`src/rtl/product_bcd_converter_pkg.sv`:
```
// rtl/product_bcd_converter_pkg.sv - shared types, adjust constants and counter sizing for the BCD converter
package product_bcd_pkg;

  typedef enum logic {
    IDLE  = 1'b0,
    SHIFT = 1'b1
  } state_t;

  localparam logic [3:0] ADJ_THRESHOLD = 4'd5;
  localparam logic [3:0] ADJ_ADD       = 4'd3;

  // Counter must hold WORD_LENGTH itself, not just WORD_LENGTH-1.
  function automatic int cnt_width(input int word_length);
    return $clog2(word_length + 1);
  endfunction

endpackage

```
`src/rtl/product_bcd_converter_if.sv`:
```
// rtl/product_bcd_converter_if.sv - start/ready request and registered BCD result bundle
interface product_bcd_converter_if #(
  parameter int WORD_LENGTH = 16,
  parameter int BCD_DIGITS  = 5
);
  logic                     start;
  logic                     Sign;
  logic [WORD_LENGTH-1:0]   Magnitude;
  logic                     ready;
  logic                     done;
  logic [4*BCD_DIGITS-1:0]  BCD;
  logic                     Sign_out;

  modport master (
    output start, Sign, Magnitude,
    input  ready, done, BCD, Sign_out
  );

  modport slave (
    input  start, Sign, Magnitude,
    output ready, done, BCD, Sign_out
  );
endinterface

```
`src/rtl/product_bcd_converter_adjust.sv`:
```
// rtl/product_bcd_converter_adjust.sv - double-dabble digit correction, +3 when the digit is 5 or more
module bcd_digit_adjust
  import product_bcd_pkg::*;
(
  input  logic [3:0] digit_in,
  output logic [3:0] digit_out
);

  assign digit_out = (digit_in >= ADJ_THRESHOLD) ? digit_in + ADJ_ADD : digit_in;

endmodule

```
`src/rtl/product_bcd_converter.sv`:
```
// rtl/product_bcd_converter.sv - sequential shift-and-add-3 binary-to-BCD converter, one bit per clock
module product_bcd_converter
  import product_bcd_pkg::*;
#(
  parameter int WORD_LENGTH = 16,
  parameter int BCD_DIGITS  = 5
) (
  input  logic                    clk,
  input  logic                    reset,
  product_bcd_converter_if.slave  bus
);

  localparam int CW = cnt_width(WORD_LENGTH);
  localparam int BW = 4 * BCD_DIGITS;

  state_t                 state;
  logic [CW-1:0]          cnt;
  logic [WORD_LENGTH-1:0] bin;
  logic [BW-1:0]          work;
  logic [BW-1:0]          work_adj;
  logic [BW+WORD_LENGTH-1:0] shifted;
  logic                   sign_hold;
  logic                   nonzero_hold;
  logic                   ready_q;
  logic                   done_q;
  logic [BW-1:0]          bcd_q;
  logic                   sign_q;

  for (genvar g = 0; g < BCD_DIGITS; g++) begin : g_adj
    bcd_digit_adjust u_adj (
      .digit_in  (work[4*g +: 4]),
      .digit_out (work_adj[4*g +: 4])
    );
  end

  assign shifted = {work_adj, bin} << 1;

  always_ff @(posedge clk) begin
    if (reset) begin
      state        <= IDLE;
      cnt          <= '0;
      bin          <= '0;
      work         <= '0;
      sign_hold    <= 1'b0;
      nonzero_hold <= 1'b0;
      ready_q      <= 1'b1;
      done_q       <= 1'b0;
      bcd_q        <= '0;
      sign_q       <= 1'b0;
    end else begin
      done_q <= 1'b0;
      case (state)
        IDLE: begin
          if (bus.start) begin
            bin          <= bus.Magnitude;
            sign_hold    <= bus.Sign;
            nonzero_hold <= |bus.Magnitude;
            work         <= '0;
            cnt          <= CW'(WORD_LENGTH);
            ready_q      <= 1'b0;
            state        <= SHIFT;
          end
        end
        SHIFT: begin
          {work, bin} <= shifted;
          cnt         <= cnt - 1'b1;
          if (cnt == CW'(1)) begin
            // Negative zero is reported as +0.
            bcd_q   <= shifted[BW+WORD_LENGTH-1 -: BW];
            sign_q  <= sign_hold & nonzero_hold;
            done_q  <= 1'b1;
            ready_q <= 1'b1;
            state   <= IDLE;
          end
        end
        default: state <= IDLE;
      endcase
    end
  end

  assign bus.ready    = ready_q;
  assign bus.done     = done_q;
  assign bus.BCD      = bcd_q;
  assign bus.Sign_out = sign_q;

endmodule

```
`src/flat_wrapper.sv`:
```
// flat-port wrapper written by rule: the top's interface ports become plain ports
module product_bcd_converter_flat import product_bcd_pkg::*;
#(
  parameter int WORD_LENGTH = 16,
  parameter int BCD_DIGITS  = 5
)
  (clk, reset, bus_start, bus_Sign, bus_Magnitude, bus_ready, bus_done, bus_BCD, bus_Sign_out);
  product_bcd_converter_if #(.WORD_LENGTH(WORD_LENGTH), .BCD_DIGITS(BCD_DIGITS)) bus_i ();
  input  logic clk;
  input  logic reset;
  input wire logic [$bits(bus_i.start)-1:0] bus_start;
  input wire logic [$bits(bus_i.Sign)-1:0] bus_Sign;
  input wire logic [$bits(bus_i.Magnitude)-1:0] bus_Magnitude;
  output wire logic [$bits(bus_i.ready)-1:0] bus_ready;
  output wire logic [$bits(bus_i.done)-1:0] bus_done;
  output wire logic [$bits(bus_i.BCD)-1:0] bus_BCD;
  output wire logic [$bits(bus_i.Sign_out)-1:0] bus_Sign_out;
  assign bus_i.start = bus_start;
  assign bus_i.Sign = bus_Sign;
  assign bus_i.Magnitude = bus_Magnitude;
  assign bus_ready = bus_i.ready;
  assign bus_done = bus_i.done;
  assign bus_BCD = bus_i.BCD;
  assign bus_Sign_out = bus_i.Sign_out;
  product_bcd_converter #(.WORD_LENGTH(WORD_LENGTH), .BCD_DIGITS(BCD_DIGITS)) u_core (.clk(clk), .reset(reset), .bus(bus_i));
endmodule
```
`config.mk`:
```
export PLATFORM = sky130hd
export DESIGN_NAME = product_bcd_converter_flat
export DESIGN_NICKNAME = d
export VERILOG_FILES = /design/src/rtl/product_bcd_converter_pkg.sv /design/src/rtl/product_bcd_converter_if.sv /design/src/rtl/product_bcd_converter_adjust.sv /design/src/rtl/product_bcd_converter.sv /design/src/flat_wrapper.sv
export SDC_FILE = /design/constraint.sdc
export NUM_CORES = 1
export LEC_CHECK = 0
export ABC_AREA = 1
export BUFFER_PORTS_ARGS = -buffer_cell sky130_fd_sc_hd__buf_2
export CAP_MARGIN = 25
export CORE_MARGIN = 2
export CORE_UTILIZATION = 50
export CTS_BUF_LIST = sky130_fd_sc_hd__clkbuf_4 sky130_fd_sc_hd__clkbuf_8
export CTS_CLUSTER_DIAMETER = 40
export DETAILED_ROUTE_END_ITERATION = 16
export PLACE_DENSITY = 0.77
export SYNTH_ARGS = -nofsm -noshare
export SYNTH_HDL_FRONTEND = slang
export SYNTH_SLANG_ARGS = --single-unit
```
`constraint.sdc`:
```
create_clock -name clk -period 1.67 [get_ports clk]
set_input_delay 0 -clock clk [delete_from_list [all_inputs] [get_ports clk]]
set_output_delay 0 -clock clk [all_outputs]
set_load 0.02 [all_outputs]
```
==> metrics.md, run 1 <==
| Metric | Value |
|---|---|
| Status | `finished, final reports clean` |
| Setup tns final | `0 ns` |
| First-pass GRT wire length | `11.8 mm` |
| Synth Cell Area | `3120 um2` |
| Initial Utilization | `0.521` |
| Total setup buffers inserted after CTS | `0` |
| Cts repair resizes | `0` |
| Hold_buf cts | `19` |
| Unique cell type count in the Yosys netlist | `24` |
| Maxcap violations | `0` |
| Area share of the leading cell type in the synthesized netlist | `0.430` |
| Placed Instances | `555` |
| Die Footprint | `6890 um2` |
| Vias | `2999` |
| Number of antenna repair diodes | `0` |
| PD cells | `856 nW/um2` |
| Sequential share of power | `0.519` |
| Least-Margin Pin Slew | `0.394 ns` |
| Area share of fa/ha/maj cells after synthesis | `0.0481` |
| Fin nets | `542` |
| Logic gate share of total power | `0.092` |
| Port bufs | `42` |
| RSZ-0062 raised after global routing | `no` |
| Synth Area in Compound Gates | `0.0870` |
| Final GP Congestion | `0.816` |
| Leakage Power | `0.00189 uW` |
| Detailed-route wire length per cell | `11.9 um` |
| Hold Crit Class | `flop to flop` |
| Syn Inst Count | `447` |
| Post-Synth XOR/XNOR Area | `0` |
| DRC errors left | `0` |
| Post-detail-place hpwl | `4.61 mm` |
| Area Overhead vs Synth | `20.6%` |
| Clock latency at the later pin of the worst-skew pair | `0.35 ns` |
| Startpoint Class | `flop` |
| CP endpoint kind | `flop` |
| Pins Over Slew Limit | `0` |
| Yosys warns | `0` |
| Routed WL | `6.99 mm` |
| Arrival time worst endpoint | `1.73 ns` |
| Sw power | `794 uW` |
| Multiplexer area fraction after synthesis | `0` |
| Worst-path fanout max | `22` |
| Clock Skews | `0.00556 ns` |
| Largest family of logic cells by synthesized area | `simple AND/OR/NAND/NOR gates` |
| Headroom to the max-slew limit | `0.737` |
| Finish-stage setup viols | `0` |
| Grt total ovfl | `0` |
| Critical path class | `flop to flop` |
| Register area share after synthesis | `0.430` |
| Initial DRC Count | `156` |
| DIE WIDTH | `83.0 um` |
| Die Y | `83.0 um` |
| Ports | `43` |
| Drt first pass iters | `5` |
| Vias per Instance | `5.09` |
| Routed Antenna Nets | `0` |
| Post-Layout Cell Count | `589` |
| Final Hold Fails | `0` |
| Layout cells sized above 1 | `0.146` |
| Largest net degree at the start of global routing | `28` |
| Top post-synthesis cells by area | `dfxtp_1 (43%), nand2_1 (21%), nand3_1 (7.9%), a21oi_1 (5.6%), ha_1 (4.8%)` |
| Clk root buf | `clkbuf_8` |
| Row count | `28` |
| Simple logic cell fraction of the synthesized area | `0.348` |
| Final Cycle Share | `0.861` |
| CTS tree | `yes` |
| Post-synth EDFFs | `0` |
| Clk pwr share | `0.388` |
| Fmax | `696 MHz` |
| Highest ir drop seen on vdd | `0.000519 V` |
| Initial antenna violation count | `0` |
| Total CTS buffers | `9` |
| GRT Total Usage | `0.208` |
| #FFs+latches synth | `67` |
| Syn_area_per_cell | `6.98 um2` |
| Vias in the first global route | `2791` |
| Clock transition at the registers of the reported paths | `0.07 ns` |
| Core ar. | `5990 um2` |
| Post-Syn Nets | `479` |
| CTS Sinks | `67` |
| Switch share | `0.247` |
| Top_reg_cell synth | `dfxtp_1` |
| Crit path required time | `1.96 ns` |
| Min Clock Period, post-route | `1.44 ns` |
| Yosys top cell by area | `dfxtp_1` |
| CTS max path bufs | `2` |
| Synth cell count leaders | `nand2_1 (174), dfxtp_1 (67), nand3_1 (49)` |
| Most common cell in the netlist | `nand2_1` |
| Htree depth | `3` |
| Ys async rst share | `0` |
| P_int | `2420 uW` |
[worst paths after layout]
path | start | endpoint | slack (ns) | cells past startpoint
max reg2reg | u_core.cnt[1] | u_core.bus.BCD[11] | 0.23 | 7
min | u_core.bus.BCD[0] | u_core.bus.BCD[0] | 0.44 | 2
max | u_core.cnt[1] | u_core.bus.BCD[11] | 0.23 | 7
min reg2reg | u_core.bus.BCD[0] | u_core.bus.BCD[0] | 0.44 | 2
[through the flow]
step	worst slack (ns)	util	instance area, um2	total power, uW	hold slack, ns
final	0.232	0.628	3760	3220	0.437
after CTS	0.220	0.628	3760	3240	0.444
after global placement	0.332	0.566	3390	1960	0.266
after detailed placement	0.255	0.566	3390	1970	0.276
after floorplan	0.451	-	3120	1890	0.143
after global routing	0.0688	0.628	3760	3360	0.465
[cell type report]
cell class | count | area, um2
Sequential cell | 67 | 1340
Inverter | 43 | 161
Fill cell | 542 | 2230
Multi-Input combinational cell | 320 | 1510
Tap cell | 75 | 93.8
Timing Repair Buffer | 69 | 473
Clock buffer | 13 | 173
Clock inverter | 2 | 10.0
[kinds of logic after synthesis]
kind of cell | Yosys count
and+or+nand+nor | 258
DFF | 67
buffers and inverters | 60
AOI/OAI and AO/OA | 50
adders and majority gates | 12
[state kept, by name, summed over array words and instances, names as in the netlist, 5 cells and up]
name	flops
u_core.bin	16
u_core.bus.BCD	20
u_core.cnt	5
u_core.work	20
[power by group through the flow]
stage	clock, uW	combinational [uW]	sequential, uW
2_1_floorplan	0	184	1700
3_3_place_gp	0	254	1700
3_5_place_dp	0	262	1710
4_1_cts	1270	297	1670
5_1_grt	1350	336	1670
6_report	1250	297	1670
[cell usage in the layout (no fill, tap or decap), types with 2 or more instances in the layout]
cell             n
nand2_1        174
o21ai_1          2
o31ai_1          2
nor3_1           2
nor2_2           2
a21oi_1         35
clkbuf_8        12
a22oi_1          5
o21ai_0          5
nand4_1         10
inv_1           38
clkinv_2         2
buf_2           42
dfxtp_1         67
ha_1            12
inv_2            5
buf_4            7
nand3_1         49
nor2_1          17
dlygate4sd3_1   19
[critical path: stages (launching register included)]
cell and delay [ns]:
dfxtp_1 0.35, inv_1 0.08, ha_1 0.18, nand3b_1 0.19
o21ai_2 0.09, inv_2 0.31, nand2_1 0.11, nand2_1 0.07
[per-layer routing]
metal / wire [um] / GRT usage / vias to the layer above
li1: - / - / 1559
met1: 3040 / 0.231 / 1343
met2: 3510 / 0.375 / 82
met3: 312 / 0.0676 / 15
met4: 124 / 0.0641 / 0
met5: 0 / 0 / -
Power figures use the tool's default switching activity.
==> inputs of run 2 (changes only) <==
--- a/config.mk
+++ b/config.mk
@@ -14,6 +14,7 @@
 export CTS_CLUSTER_DIAMETER = 40
 export DETAILED_ROUTE_END_ITERATION = 16
 export PLACE_DENSITY = 0.77
+export RECOVER_POWER = 100
 export SYNTH_ARGS = -nofsm -noshare
 export SYNTH_HDL_FRONTEND = slang
 export SYNTH_SLANG_ARGS = --single-unit
==> metrics.md, run 2 (synthesis gave the netlist of run 1 again) <==
| Metric | Value |
|---|---|
| Status | `finished, final reports clean (unchanged)` |
| CTS max path bufs | `2 (unchanged)` |
| Logic gate share of total power | `0.091 (was 0.092)` |
| Arrival time worst endpoint | `1.77 ns (was 1.73 ns)` |
| Sw power | `786 uW (was 794 uW)` |
| CTS tree | `yes (unchanged)` |
| Multi-input gate area | `1500 um2 (was 1510 um2)` |
| Total CTS buffers | `9 (unchanged)` |
| Vias in the first global route | `2791 (unchanged)` |
| Fmax | `670 MHz (was 696 MHz)` |
| Port bufs | `42 (unchanged)` |
| Setup tns final | `0 ns (unchanged)` |
| Detailed-route wire length per cell | `11.9 um (about the same)` |
| Met1 Use GR | `0.231 (unchanged)` |
| P_int | `2420 uW (about the same)` |
| PD cells | `862 nW/um2 (was 856 nW/um2)` |
| Htree depth | `3 (unchanged)` |
| Clock latency at the later pin of the worst-skew pair | `0.34 ns (was 0.35 ns)` |
| Placed inst area | `3390 um2 (unchanged)` |
| Startpoint Class | `flop (unchanged)` |
| WHS | `0.442 ns (was 0.437 ns)` |
| Die Y | `83.0 um (unchanged)` |
| Most common cell after layout, fill and taps aside | `nand2_1 (unchanged)` |
| Maxcap violations | `0 (unchanged)` |
| Clock Skews | `0.00591 ns (was 0.00556 ns)` |
| Most frequent cells in the layout | `nand2_1 (174), dfxtp_1 (67), nand3_1 (49), inv_1 (39), a21oi_1 (35) (was nand2_1 (174), dfxtp_1 (67), nand3_1 (49), buf_2 (42), inv_1 (38))` |
| CTS Sinks | `67 (unchanged)` |
| FF+latch area | `1340 um2 (unchanged)` |
| Vias per Instance | `5.04 (was 5.09)` |
| Most Crowded Layer GR | `met2 (unchanged)` |
| Routed Antenna Nets | `0 (unchanged)` |
| Grt total ovfl | `0 (unchanged)` |
| Clk pwr share | `0.388 (about the same)` |
| Met3 Track Usage GR | `0.0676 (unchanged)` |
| Switch share | `0.245 (was 0.247)` |
| DRC errors left | `0 (unchanged)` |
| CP endpoint kind | `flop (unchanged)` |
| R2R setup slack | `0.18 ns (was 0.23 ns)` |
| Pins Over Slew Limit | `0 (unchanged)` |
| Fin nets | `542 (unchanged)` |
| Finish-stage setup viols | `0 (unchanged)` |
| Area Overhead vs Synth | `19.3% (was 20.6%)` |
| Tot Pwr | `3210 uW (was 3220 uW)` |
| Hold Crit Class | `flop to flop (unchanged)` |
| DIE WIDTH | `83.0 um (unchanged)` |
| First-pass GRT wire length | `11.8 mm (unchanged)` |
| Sequential share of power | `0.521 (was 0.519)` |
| Leakage Power | `0.00179 uW (was 0.00189 uW)` |
| Highest ir drop seen on vdd | `0.000520 V (was 0.000519 V)` |
| Row count | `28 (unchanged)` |
| Critical path class | `flop to flop (unchanged)` |
| Headroom to the max-slew limit | `0.639 (was 0.737)` |
| Core ar. | `5990 um2 (unchanged)` |
| Ports | `43 (unchanged)` |
| Routed WL | `7.04 mm (was 6.99 mm)` |
| Crit path required time | `1.95 ns (was 1.96 ns)` |
| Final Cycle Share | `0.894 (was 0.861)` |
| Finished Cell Area | `3720 um2 (was 3760 um2)` |
| GRT Total Usage | `0.208 (unchanged)` |
| GR Util met2 | `0.375 (unchanged)` |
| Filler cells | `557 (was 542)` |
| Final GP Congestion | `0.816 (unchanged)` |
| Number of antenna repair diodes | `0 (unchanged)` |
| RSZ-0062 raised after global routing | `no (unchanged)` |
| Worst-path fanout max | `19 (was 22)` |
| Clk root buf | `clkbuf_8 (unchanged)` |
| Least-Margin Pin Slew | `0.541 ns (was 0.394 ns)` |
| Post-detail-place hpwl | `4.61 mm (unchanged)` |
| Final Hold Fails | `0 (unchanged)` |
| Clock transition at the registers of the reported paths | `0.07 ns (about the same)` |
| Vias | `2971 (was 2999)` |
| Drt first pass iters | `4 (was 5)` |
| Layout cells sized above 1 | `0.0992 (was 0.146)` |
| Initial DRC Count | `165 (was 156)` |
| Initial antenna violation count | `0 (unchanged)` |
| Min Clock Period, post-route | `1.49 ns (was 1.44 ns)` |
| Die Footprint | `6890 um2 (unchanged)` |
| Initial Utilization | `0.521 (unchanged)` |
| Cts repair resizes | `0 (unchanged)` |
| Largest net degree at the start of global routing | `28 (unchanged)` |
[run 2: power groups by stage]
stage                     logic, uW  clock network [uW]  registers [uW]
final                           292                1240            1670
after CTS                       297                1270            1670
after global routing            330                1350            1670
after floorplan                 184                   0            1700
after detailed placement        262                   0            1710
after global placement          254                   0            1700
[run 2: stage by stage]
| stage | worst slack (ns) | util | instances |
|---|---|---|---|
| finish | 0.177 | 0.621 | 589 |
| global route | 0.0439 | 0.621 | 589 |
| CTS | 0.220 | 0.628 | 589 |
| detailed placement | 0.255 | 0.566 | 555 |
| global placement | 0.332 | 0.566 | 555 |
| floorplan | 0.451 | - | 447 |
[run 2: path summary, 6_finish.rpt]
path / from / endpoint / depth (start not counted)
hold reg to reg: u_core.bus.BCD[0] / u_core.bus.BCD[0] / 2
setup reg to reg: u_core.cnt[1] / u_core.bus.BCD[18] / 7
setup / recovery: u_core.cnt[1] / u_core.bus.BCD[18] / 7
hold / removal: u_core.bus.BCD[0] / u_core.bus.BCD[0] / 2
[run 2: worst max-delay path, cell delays in order (launching register included)]
cell      delay (ns)
dfxtp_1         0.33
inv_1           0.09
ha_1            0.15
nand3b_1        0.15
nor3_2          0.36
buf_12          0.21
nand3_1         0.07
nand2_1         0.06
[run 2: cell type report]
type / count / share of cell area
multi-input combinational: 320 / 0.404
sequential: 67 / 0.360
timing repair buffer: 69 / 0.118
clock buffer: 13 / 0.0464
inverter: 43 / 0.0434
tap: 75 / 0.0252
clock inverter: 2 / 0.00269
[run 2: repair_timing]
action                     in CTS  in global routing
setup buffers                   0                  0
hold endpoints to repair       21                  0
hold buffers                   19                  0
setup endpoints to repair       0                  0
[run 2: layer usage]
layer	routed length (um)	part of all wire
met4	81	0.012
met1	3110	0.44
met3	286	0.041
met5	0	0
met2	3560	0.51
==> inputs of run 3 (changes only) <==
--- a/config.mk
+++ b/config.mk
@@ -8,13 +8,13 @@
 export ABC_AREA = 1
 export BUFFER_PORTS_ARGS = -buffer_cell sky130_fd_sc_hd__buf_2
 export CAP_MARGIN = 25
-export CORE_MARGIN = 2
-export CORE_UTILIZATION = 50
+export CORE_UTILIZATION = 59
 export CTS_BUF_LIST = sky130_fd_sc_hd__clkbuf_4 sky130_fd_sc_hd__clkbuf_8
 export CTS_CLUSTER_DIAMETER = 40
 export DETAILED_ROUTE_END_ITERATION = 16
-export PLACE_DENSITY = 0.77
+export PLACE_DENSITY = 0.88
 export RECOVER_POWER = 100
+export SKIP_CTS_REPAIR_TIMING = 1
 export SYNTH_ARGS = -nofsm -noshare
 export SYNTH_HDL_FRONTEND = slang
 export SYNTH_SLANG_ARGS = --single-unit
==> metrics.md, run 3 (synthesis gave the netlist of run 1 again) <==
| Metric | Value |
|---|---|
| Vias in the first global route | `2546 (was 2791)` |
| Total CTS buffers | `9 (unchanged)` |
| Port bufs | `42 (unchanged)` |
| CP top delay family | `simple AND/OR/NAND/NOR gates (unchanged)` |
| PD cells | `881 nW/um2 (was 862 nW/um2)` |
| First-pass GRT wire length | `10.4 mm (was 11.8 mm)` |
| Row count | `26 (was 28)` |
| Clock transition at the registers of the reported paths | `0.06 ns (was 0.07 ns)` |
| R2R cell count | `6 (was 7)` |
| Clk root buf | `clkbuf_8 (unchanged)` |
| Failing checks | `negative hold slack` |
| Routed WL | `6.49 mm (was 7.04 mm)` |
| Worst-path fanout max | `9 (was 19)` |
| Worst-path cell chain | `nor2_1, clkbuf_1, a22oi_1, nand2_1, nand2_1, inv_1 (was inv_1, ha_1, nand3b_1, nor3_2, buf_12, nand3_1, nand2_1)` |
| Finish-stage setup viols | `0 (unchanged)` |
| Crit-path slowest cell | `nor2_1 (was nor3_2)` |
| DRC errors left | `0 (unchanged)` |
| Crit path required time | `1.95 ns (about the same)` |
| RSZ-0062 raised after global routing | `no (unchanged)` |
| CTS Sinks | `67 (unchanged)` |
| GRT Total Usage | `0.244 (was 0.208)` |
| Post-detail-place hpwl | `4.35 mm (was 4.61 mm)` |
| Filler cells | `462 (was 557)` |
| R2R setup slack | `0.23 ns (was 0.18 ns)` |
| Headroom to the max-slew limit | `0.597 (was 0.639)` |
| Pins Over Slew Limit | `0 (unchanged)` |
| Area Overhead vs Synth | `15.7% (was 19.3%)` |
| Final Cycle Share | `0.863 (was 0.894)` |
| Routed length on met1 | `2.87 mm (was 3.11 mm)` |
| Leakage Power | `0.00175 uW (was 0.00179 uW)` |
| Ports | `43 (unchanged)` |
| Top Metal Used | `met4 (unchanged)` |
| Post-Layout Cell Count | `575 (was 589)` |
| Vias | `2960 (was 2971)` |
| Cell repeated most along the worst path | `nand2_1` |
| Detailed-route wire length per cell | `11.3 um (was 11.9 um)` |
| Number of antenna repair diodes | `0 (unchanged)` |
| Most common cell after layout, fill and taps aside | `nand2_1 (unchanged)` |
| Status | `finished with violations (was finished, final reports clean)` |
| Final Hold Fails | `11 (was 0)` |
| Largest net degree at the start of global routing | `23 (was 28)` |
| Initial DRC Count | `111 (was 165)` |
| Startpoint Class | `flop (unchanged)` |
| Grt total ovfl | `0 (unchanged)` |
| Core ar. | `5110 um2 (was 5990 um2)` |
| Clock Skews | `0.00507 ns (was 0.00591 ns)` |
| CP endpoint kind | `flop (unchanged)` |
| Hold Crit Depth | `3 (was 2)` |
| Arrival time worst endpoint | `1.72 ns (was 1.77 ns)` |
| WHS | `-0.0409 ns (was 0.442 ns)` |
| Routed Antenna Nets | `0 (unchanged)` |
| Critical path class | `flop to flop (unchanged)` |
| DIE WIDTH | `74.7 um (was 83.0 um)` |
| Fin nets | `532 (was 542)` |
| CTS max path bufs | `2 (unchanged)` |
| Highest ir drop seen on vdd | `0.000553 V (was 0.000520 V)` |
| Fmax | `694 MHz (was 670 MHz)` |
| Clock latency at the later pin of the worst-skew pair | `0.34 ns (about the same)` |
| Crit path largest cell delay | `0.49 ns (was 0.36 ns)` |
| Post-route core utilization | `0.707 (was 0.621)` |
| Setup tns final | `0 ns (unchanged)` |
| Vias per Instance | `5.15 (was 5.04)` |
| Htree depth | `3 (unchanged)` |
| Die Y | `74.7 um (was 83.0 um)` |
| Placed Instances | `550 (was 555)` |
| Most frequent cells in the layout | `nand2_1 (174), dfxtp_1 (67), nand3_1 (49), inv_1 (39), a21oi_1 (35) (unchanged)` |
| Initial antenna violation count | `0 (unchanged)` |
| Met3 WL post-DR | `350 um (was 286 um)` |
| Min Clock Period, post-route | `1.44 ns (was 1.49 ns)` |
| Maxcap violations | `0 (unchanged)` |
| Hold Crit Class | `primary input to flop (was flop to flop)` |
| Initial Utilization | `0.611 (was 0.521)` |
| Layout cells sized above 1 | `0.0990 (was 0.0992)` |
| CTS tree | `yes (unchanged)` |
| Drt first pass iters | `5 (was 4)` |
| WP depth | `6 (was 7)` |
| Least-Margin Pin Slew | `0.602 ns (was 0.541 ns)` |
| Met2 wire length | `3.13 mm (was 3.56 mm)` |
| WP buf/inv | `2 (unchanged)` |
| Final GP Congestion | `0.794 (was 0.816)` |
| Die Footprint | `5580 um2 (was 6890 um2)` |
-- run 3: cell count changes in the layout (fill, tap and decap cells not counted), sizes merged --
cell	change
buf	+1
dlygate4sd3	-10
-- run 3: final timing paths --
path,to,from
worst min-delay path,u_core.cnt[4],bus_start
worst max register to register,u_core.bin[11],u_core.state
worst max-delay path,u_core.bin[11],u_core.state
worst min register to register,u_core.bus.BCD[19],u_core.bus.BCD[19]
-- run 3: tightest hold or removal path: cells and delay by family --
family / cells / cell delay, ns
simple gates: 1 / 0.09
buf+inv: 1 / 0.10
compound gates: 1 / 0.06
-- run 3: cell type report --
type	count	area [um2]	share of cell area
clock buffer	14	174	0.0482
clock inverter	2	10.0	0.00277
inverter	43	161	0.0447
multi-input combinational	320	1510	0.417
sequential	67	1340	0.372
tap	70	87.6	0.0243
timing repair buffer	59	328	0.0908
-- run 3: where the power goes --
group	internal, uW	switching [uW]	leakage (uW)
sequential	1640	28.5	0.000544
combinational	99.4	172	0.00110
clock	666	573	0.000101
total	2410	773	0.00175
-- run 3: routing by layer --
metal / GRT usage / vias to the layer above
li1: - / 1542
met4: 0.130 / 0
met5: 0 / -
met1: 0.281 / 1321
met3: 0.0455 / 14
met2: 0.427 / 83
-- run 3: per-stage QoR --
step | setup WS, ns | instance area (um2) | total power (uW)
finish | 0.230 | 3610 | 3180
global route | 0.0836 | 3610 | 3300
CTS | 0.237 | 3550 | 3190
detailed placement | 0.250 | 3370 | 1960
global placement | 0.355 | 3370 | 1950
floorplan | 0.451 | 3120 | 1890
